$ cat src/rtl/i2s_pkg.sv
// Shared constants and types for the I2S receive path.
package i2s_pkg;

   localparam logic [0:0] S_SYNC = 1'b0;
   localparam logic [0:0] S_RUN  = 1'b1;

   typedef enum logic [0:0] {
      SYNC = S_SYNC,
      RUN  = S_RUN
   } state_t;

   localparam logic CH_LEFT  = 1'b0;
   localparam logic CH_RIGHT = 1'b1;

   // clk must run at least this many times faster than bclk
   localparam int MIN_CLK_BCLK_RATIO = 4;

endpackage

$ cat src/rtl/i2s_audio_in_sync_edge.sv
// Multi-flop synchroniser for one asynchronous input, with a registered
// previous value so a clean single-cycle rise pulse can be derived.
module i2s_sync_edge #(
   parameter int w_sync = 2
) (
   input  logic clk,
   input  logic rst,
   input  logic din,
   output logic level,
   output logic rise
);

   logic [w_sync-1:0] chain;
   logic              prev;

   always_ff @(posedge clk) begin
      if (rst) begin
         chain <= '0;
         prev  <= 1'b0;
      end else begin
         chain <= {chain[w_sync-2:0], din};
         prev  <= chain[w_sync-1];
      end
   end

   assign level = chain[w_sync-1];
   assign rise  = level & ~prev;

endmodule

$ cat src/rtl/i2s_audio_in.sv
// I2S slave receiver: oversamples bclk/lrclk/sdata in the clk domain and
// deserialises MSB-first left/right words into a stereo pair with a valid strobe.
//
// state | meaning
// SYNC  | waiting for an observed lrclk change to align to a word boundary
// RUN   | shifting in bits; each lrclk change commits the ending word
module i2s_audio_in
   import i2s_pkg::*;
#(
   parameter int w_sample = 16,
   parameter int w_sync   = 2
) (
   input  logic                clk,
   input  logic                rst,
   input  logic                bclk,
   input  logic                lrclk,
   input  logic                sdata,
   output logic [w_sample-1:0] left,
   output logic [w_sample-1:0] right,
   output logic                valid,
   output logic                short_frame
);

   localparam int                w_cnt    = $clog2(w_sample + 1);
   localparam logic [w_cnt-1:0]  cnt_full = w_cnt'(w_sample);

   logic bclk_rise, bclk_level_unused;
   logic lr_level, lr_rise_unused;
   logic sd_level, sd_rise_unused;

   i2s_sync_edge #(.w_sync(w_sync)) u_sync_bclk (
      .clk   (clk),
      .rst   (rst),
      .din   (bclk),
      .level (bclk_level_unused),
      .rise  (bclk_rise)
   );

   i2s_sync_edge #(.w_sync(w_sync)) u_sync_lrclk (
      .clk   (clk),
      .rst   (rst),
      .din   (lrclk),
      .level (lr_level),
      .rise  (lr_rise_unused)
   );

   i2s_sync_edge #(.w_sync(w_sync)) u_sync_sdata (
      .clk   (clk),
      .rst   (rst),
      .din   (sdata),
      .level (sd_level),
      .rise  (sd_rise_unused)
   );

   // One sample stage between edge detect and the FSM keeps lr/d aligned
   // with the strobe and fixes the port-to-output latency at w_sync + 2.
   logic stb, lr_s, d_s;

   always_ff @(posedge clk) begin
      if (rst) begin
         stb  <= 1'b0;
         lr_s <= 1'b0;
         d_s  <= 1'b0;
      end else begin
         stb  <= bclk_rise;
         lr_s <= lr_level;
         d_s  <= sd_level;
      end
   end

   logic [0:0]          state;
   logic                primed;
   logic                lr_prev;
   logic                left_seen;
   logic [w_cnt-1:0]    cnt;
   logic [w_cnt-1:0]    n;
   logic [w_sample-1:0] shreg;
   logic [w_sample-1:0] shreg_next;
   logic [w_sample-1:0] word;
   logic                room;
   logic                lr_change;

   assign room       = (cnt < cnt_full);
   assign lr_change  = (lr_s != lr_prev);
   assign shreg_next = room ? {shreg[w_sample-2:0], d_s} : shreg;
   assign n          = room ? cnt + 1'b1 : cnt;
   assign word       = shreg_next << (cnt_full - n);

   // The first rise after reset only captures lrclk, so a word already in
   // flight at reset is never mistaken for a boundary and gets discarded.
   always_ff @(posedge clk) begin
      if (rst) begin
         state       <= S_SYNC;
         primed      <= 1'b0;
         lr_prev     <= 1'b0;
         left_seen   <= 1'b0;
         cnt         <= '0;
         shreg       <= '0;
         left        <= '0;
         right       <= '0;
         valid       <= 1'b0;
         short_frame <= 1'b0;
      end else begin
         valid <= 1'b0;
         if (stb) begin
            primed  <= 1'b1;
            lr_prev <= lr_s;
            if (primed) begin
               case (state)
                  S_SYNC: begin
                     if (lr_change) begin
                        shreg <= '0;
                        cnt   <= '0;
                        state <= S_RUN;
                     end
                  end
                  S_RUN: begin
                     if (!lr_change) begin
                        if (room) begin
                           shreg <= shreg_next;
                           cnt   <= n;
                        end
                     end else begin
                        if (n != cnt_full) short_frame <= 1'b1;
                        if (lr_prev == CH_LEFT) begin
                           left      <= word;
                           left_seen <= 1'b1;
                        end else begin
                           right <= word;
                           if (left_seen) begin
                              valid     <= 1'b1;
                              left_seen <= 1'b0;
                           end
                        end
                        shreg <= '0;
                        cnt   <= '0;
                     end
                  end
                  default: state <= S_SYNC;
               endcase
            end
         end
      end
   end

endmodule

$ cat config.mk
export PLATFORM = sky130hd
export DESIGN_NAME = i2s_audio_in
export DESIGN_NICKNAME = d
export VERILOG_FILES = /design/src/rtl/i2s_pkg.sv /design/src/rtl/i2s_audio_in_sync_edge.sv /design/src/rtl/i2s_audio_in.sv
export SDC_FILE = /design/constraint.sdc
export NUM_CORES = 1
export LEC_CHECK = 0
export BUFFER_PORTS_ARGS = -buffer_cell sky130_fd_sc_hd__buf_4
export CELL_PAD_IN_SITES_DETAIL_PLACEMENT = 0
export CELL_PAD_IN_SITES_GLOBAL_PLACEMENT = 1
export CORE_MARGIN = 1
export CORE_UTILIZATION = 43
export DETAILED_ROUTE_END_ITERATION = 7
export PLACE_DENSITY_LB_ADDON = 0.1
export SLEW_MARGIN = 0
export SYNTH_ARGS = -nofsm -noshare
export SYNTH_HDL_FRONTEND = slang
export SYNTH_SLANG_ARGS = --single-unit
$ cat constraint.sdc
create_clock -name clk -period 3.5 [get_ports clk]
set_input_delay 0.35 -clock clk [delete_from_list [all_inputs] [get_ports clk]]
set_output_delay 0.35 -clock clk [all_outputs]
set_load 0.02 [all_outputs]
# Word level (Yosys, flattened, before mapping)
# Cells that the tools add are included.
[totals]
elab_cells = 53
out_inout_bits = 34
reg_bits = 69
[classes]
add_sub_neg = 2
n_reduce_logical = 7
shift = 1
n_lt_le_gt_ge = 1
n_eq_ne = 4
n_mux = 14
bitwise = 7
[ops]
columns = ["op", "count"]
rows = [
  ["two-way mux 16 bit", 4],
  ["case mux 16 bit (2 select lines)", 1],
  ["two-way mux 5 bit", 4],
  ["<< shifter 16 x 5 -> 16 bit", 1],
  ["AND reduction 5 bit", 3],
  ["case mux 5 bit (2 select lines)", 1],
  ["AND reduction 4 bit", 2],
  ["inverter 1 bit", 6],
  ["OR reduction 6 bit", 1],
  ["adder 5 x 1 -> 5 bit (second input constant)", 1],
  ["less-than comparator 5 bit (second input constant)", 1],
  ["inequality test 5 bit (second input constant)", 1],
  ["subtractor 5 bit (first input constant)", 1],
  ["two-way mux 1 bit", 4],
  ["inequality test 3 x 1 -> 1 bit (second input constant)", 1],
  ["inequality test 2 bit (second input constant)", 1],
  ["AND reduction 2 bit", 1],
  ["bitwise AND 1 bit", 1],
  ["inequality test 1 bit", 1],
]

# Depth between registers and ports, before layout
[depth]
depth_word = 5
mapped_depth = 10
depth_no_buf = 9

# Cells and area by module
# Synthesis repeated with hierarchy kept, for this count alone.
[unflattened]
cells_unflattened = 426
area_unflattened_um2 = 3617.2
[by_module_without_submodules]
columns = ["module", "instances", "area_per_inst_um2", "cells_each"]
rows = [
  ["i2s_audio_in", 1, 3354.5, 405],
  ["i2s_sync_edge", 3, 87.6, 7],
]

# Worst setup path after synthesis
# OpenSTA, ideal clock, no wires.
[synth_path]
path_kind = "register to register"
start = "register cnt[1]"
end = "register right[0]"
path_buffers = 1
path_stages_with_launch = 10
path_slack_ps = 854
required_time_ps = 3425
arrival_time_ps = 2571
setup_ps = 75
period_less_slack_ps = 2646
path_cell_list = "dfxtp_1 > ha_1 > inv_1 > a32oi_1 > nor2b_1 > ha_1 > or4_1 > buf_1 > or2_2 > o21ai_0"
[synth_between]
elab_chain_cells = 4
elab_cells_between_ends = 6
cone_classes = "2 x add/sub; 1 x order compare; 1 x shift; 2 x mux"
[synth_rtl]
columns = ["element", "line", "rtl"]
rows = [
  ["from (decl)", "i2s_audio_in.sv:75", "logic [w_cnt-1:0] cnt;"],
  ["from (signal assigned)", "i2s_audio_in.sv:121", "cnt <= n;"],
  ["adder 5 x 1 -> 5 bit or less-than comparator 5 bit (tied branches)", "i2s_audio_in.sv:86, i2s_audio_in.sv:83", ""],
  ["two-way mux 5 bit", "i2s_audio_in.sv:86", "assign n = room ? cnt + 1'b1 : cnt;"],
  ["subtractor 5 bit", "i2s_audio_in.sv:87", "assign word = shreg_next << (cnt_full - n);"],
  ["<< shifter 16 x 5 -> 16 bit (*)", "i2s_audio_in.sv:87", ""],
  ["to (signal assigned)", "i2s_audio_in.sv:129", "right <= word;"],
  ["to (decl)", "i2s_audio_in.sv:19", "output logic [w_sample-1:0] right,"],
]
# Every way passes the cells marked *; elsewhere a longest branch is shown, timed or not.
# A chain may end at the register's enable or synchronous reset.

# Worst setup path after layout
[layout_path]
start = "register cnt[1]"
end = "register right[5]"
# Same word-level chain as after synthesis.

==> metrics.md <==
| Metric | Value |
|---|---|
| Run status | `completed` |
| Worst endpoint data arrival time | `3.33 ns` |
| Post-synthesis sequential area ratio | `39.4%` |
| # fillers | `760` |
| FF+latch area | `1380 um2` |
| Detailed-route wire length | `9030 um` |
| Share of cells above drive strength 1 | `21.9%` |
| First-pass GRT wire length | `15,000 um` |
| #FFs+latches synth | `69` |
| Die Width | `92.2 um` |
| Vias in the first global route | `2,880` |
| CTS tree | `yes` |
| Initial antenna violation count | `0` |
| WS Path Type | `flip-flop to flip-flop` |
| Post-Syn Instances | `394` |
| Post-route insts no fill | `536` |
| Largest net degree at the start of global routing | `55` |
| Drt initial violations | `200` |
| Cells after DPL | `520` |
| Place WS | `0.480 ns` |
| DRC | `0` |
| Core Region | `7810 um2` |
| Initial Utilization | `44.9%` |
| Fmax | `330 MHz` |
| Gp weighted congestion | `0.930` |
| GRT Overall Usage | `22.7%` |
| Routed Antenna Nets | `0` |
| Max_slew headroom | `20.1%` |
| Netlist Area Pre-Place | `3500 um2` |
| Die area | `8510 um2` |
| Sink Count | `69` |
| Commonest cells after routing, fill and taps aside | `dfxtp_1, nor2_1, buf_4, a21oi_1, mux2i_1` |
| DR pass1 iterations | `4` |
| Critical Path Fanout Max | `10` |
| Critical Path RT | `3.80 ns` |
| Critical path cell sequence | `ha_1 > xnor2_1 > a32oi_1 > nor2b_1 > ha_1 > or4_1 > nor2_1 > a22o_1` |
| Final setup vio count | `0` |
| Min Tclk post-route | `3.03 ns` |
| Die H | `92.2 um` |
| Final Slew Violations | `0` |
| Final Hold Vio Count | `0` |
| Startpoint Class | `flip-flop` |
| Distinct cells, synth | `59` |
| Post-detail-place hpwl | `6370 um` |
| Final setup skew | `0.0160 ns` |
| Ys async rst share | `0%` |
| Avg Cell Area, Syn | `8.89 um2` |
| Core Util, Final | `52.2%` |
| Nets | `436` |
| Post-synth EDFFs | `0` |
| Port Buffers | `38` |
| Mapped Nets | `401` |
| CTS max path bufs | `2` |
| Worst min path class | `primary input to flip-flop` |
| Clock transition at the registers of the reported paths | `0.09 ns` |
| Clock Root Buffer | `clkbuf_8` |
| Max incr delay on CP | `0.75 ns` |
| CTS Buf Count | `9` |
| # resized after CTS | `0` |
| Routed vias | `3,049` |
| Worst setup EP type | `flip-flop` |
| PwrDens | `370 nW/um2` |
| Multi-input gate area | `1990 um2` |
| Critical path's slowest cell | `or4_1` |
| CTS H-tree depth | `3` |
| Actual slew at the worst max-slew pin | `1.19 ns` |
| Antenna diode count | `0` |
| Crit share post-route | `86.7%` |
| Postcts setup bufs | `0` |
| Commonest non-fill, non-tap cell in the layout | `dfxtp_1` |
| Top-Level Pins | `39` |
| Critical path's most frequent cell | `ha_1` |
| Top FF cell, synth | `dfxtp_1` |
| Final TNS setup | `0 ns` |
| Skew-Pair Late Insertion Delay | `0.35 ns` |
| GRT overflow | `0` |
| Leak pwr | `1.55 nW` |
| Core Rows | `32` |
| Area delta synth->final | `16.4%` |
| CTS Hold Bufs | `0` |
| Yosys warnings | `0` |
| Worst vdd ir | `0.226 mV` |
| Drt wl/cell | `16.8 um` |
| Max Cap Viol | `0` |
| Fin worst setup slack | `0.466 ns` |
| Unrepaired setup endpoints after global routing | `no` |
| Via-to-Cell Ratio | `5.69` |
==> flip-flops by register name (all words and copies together), names as in the netlist <==
| name | flops |
|---|---|
| cnt | 5 |
| d_s | 1 |
| left | 16 |
| left_seen | 1 |
| lr_prev | 1 |
| lr_s | 1 |
| primed | 1 |
| right | 16 |
| short_frame | 1 |
| shreg | 16 |
| state | 1 |
| stb | 1 |
| u_sync_bclk.chain | 2 |
| u_sync_bclk.prev | 1 |
| u_sync_lrclk.chain | 2 |
| u_sync_sdata.chain | 2 |
| valid | 1 |
==> cell type report <==
class                           instances  share of cell area (%)
Clock inverter                          6                    1.72
Tap cell                              102                    3.13
Timing Repair Buffer                   47                    8.66
Inverter                                5                   0.461
Clock buffer                           10                    3.38
Sequential cell                        69                    33.9
Multi-Input combinational cell        297                    48.8
==> stage by stage <==
stage / hold WS [ns] / power (mW) / area [um2]
final: 0.210 / 1.51 / 4080
after global routing: 0.220 / 1.56 / 4080
after CTS: 0.200 / 1.52 / 4080
after detailed placement: 0.383 / 0.835 / 3870
after global placement: 0.373 / 0.834 / 3870
after floorplan: 0.367 / 0.826 / 3500
==> metal layers <==
metal  global-route usage [%]  vias up  wire [um]
li1                         -     1508          -
met1                     30.4     1469       4280
met2                     37.6       65       4330
met3                     4.56        7        342
met4                     4.95        0         74
met5                        0        -          0
==> critical path, delay by kind of cell (launching register included) <==
kind	cells	cell delay [ns]
xor gates and xnor gates	1	0.08
DFF	1	0.50
AOI/OAI and AO/OA	2	0.53
adders and majority gates	2	0.65
and+or+nand+nor	3	1.22
==> worst paths after layout <==
| check | from | to | slack, ns | depth (start not counted) |
|---|---|---|---|---|
| max | cnt[1] | right[5] | 0.47 | 8 |
| min | sdata | u_sync_sdata.chain[0] | 0.21 | 2 |
| max reg2reg | cnt[1] | right[5] | 0.47 | 8 |
| min reg2reg | u_sync_bclk.prev | stb | 0.37 | 1 |
==> power by group <==
group          internal, mW  switching (mW)  leakage [nW]
logic               0.00872          0.0157         0.900
registers             0.789         0.00266         0.557
clock network         0.354           0.339        0.0955
==> logic make-up after synthesis <==
family	count (synthesis)	synth area share [%]
buffers and inverters	28	3.82
xor gates and xnor gates	5	1.25
AOI/OAI and AO/OA	104	20.0
DFF	69	39.4
adders and majority gates	2	0.714
and+or+nand+nor	147	21.8
muxes	39	13.0
==> synthesized netlist by cell type (3+ instances only) <==
| master | number | area share, % |
|---|---|---|
| nand2b_1 | 3 | 0.54 |
| o21ai_1 | 3 | 0.43 |
| or2_2 | 3 | 0.54 |
| nand2_1 | 23 | 2.5 |
| buf_2 | 5 | 0.71 |
| nor2b_1 | 17 | 3.0 |
| xnor2_1 | 4 | 1.0 |
| nor4_1 | 3 | 0.54 |
| a21oi_1 | 29 | 4.1 |
| nor3_1 | 11 | 1.6 |
| mux2_2 | 11 | 3.5 |
| a22o_1 | 6 | 1.5 |
| nand3b_1 | 5 | 1.1 |
| inv_1 | 5 | 0.54 |
| a32oi_1 | 3 | 0.75 |
| clkbuf_1 | 12 | 1.3 |
| o21ai_0 | 17 | 2.4 |
| nand3_1 | 10 | 1.4 |
| dfxtp_1 | 69 | 39 |
| mux4_2 | 4 | 2.6 |
| nor2_1 | 50 | 5.4 |
| or3_1 | 5 | 0.89 |
| a22oi_1 | 22 | 4.7 |
| mux2i_1 | 24 | 6.9 |
No activity file was read; power rests on OpenSTA's default activity.
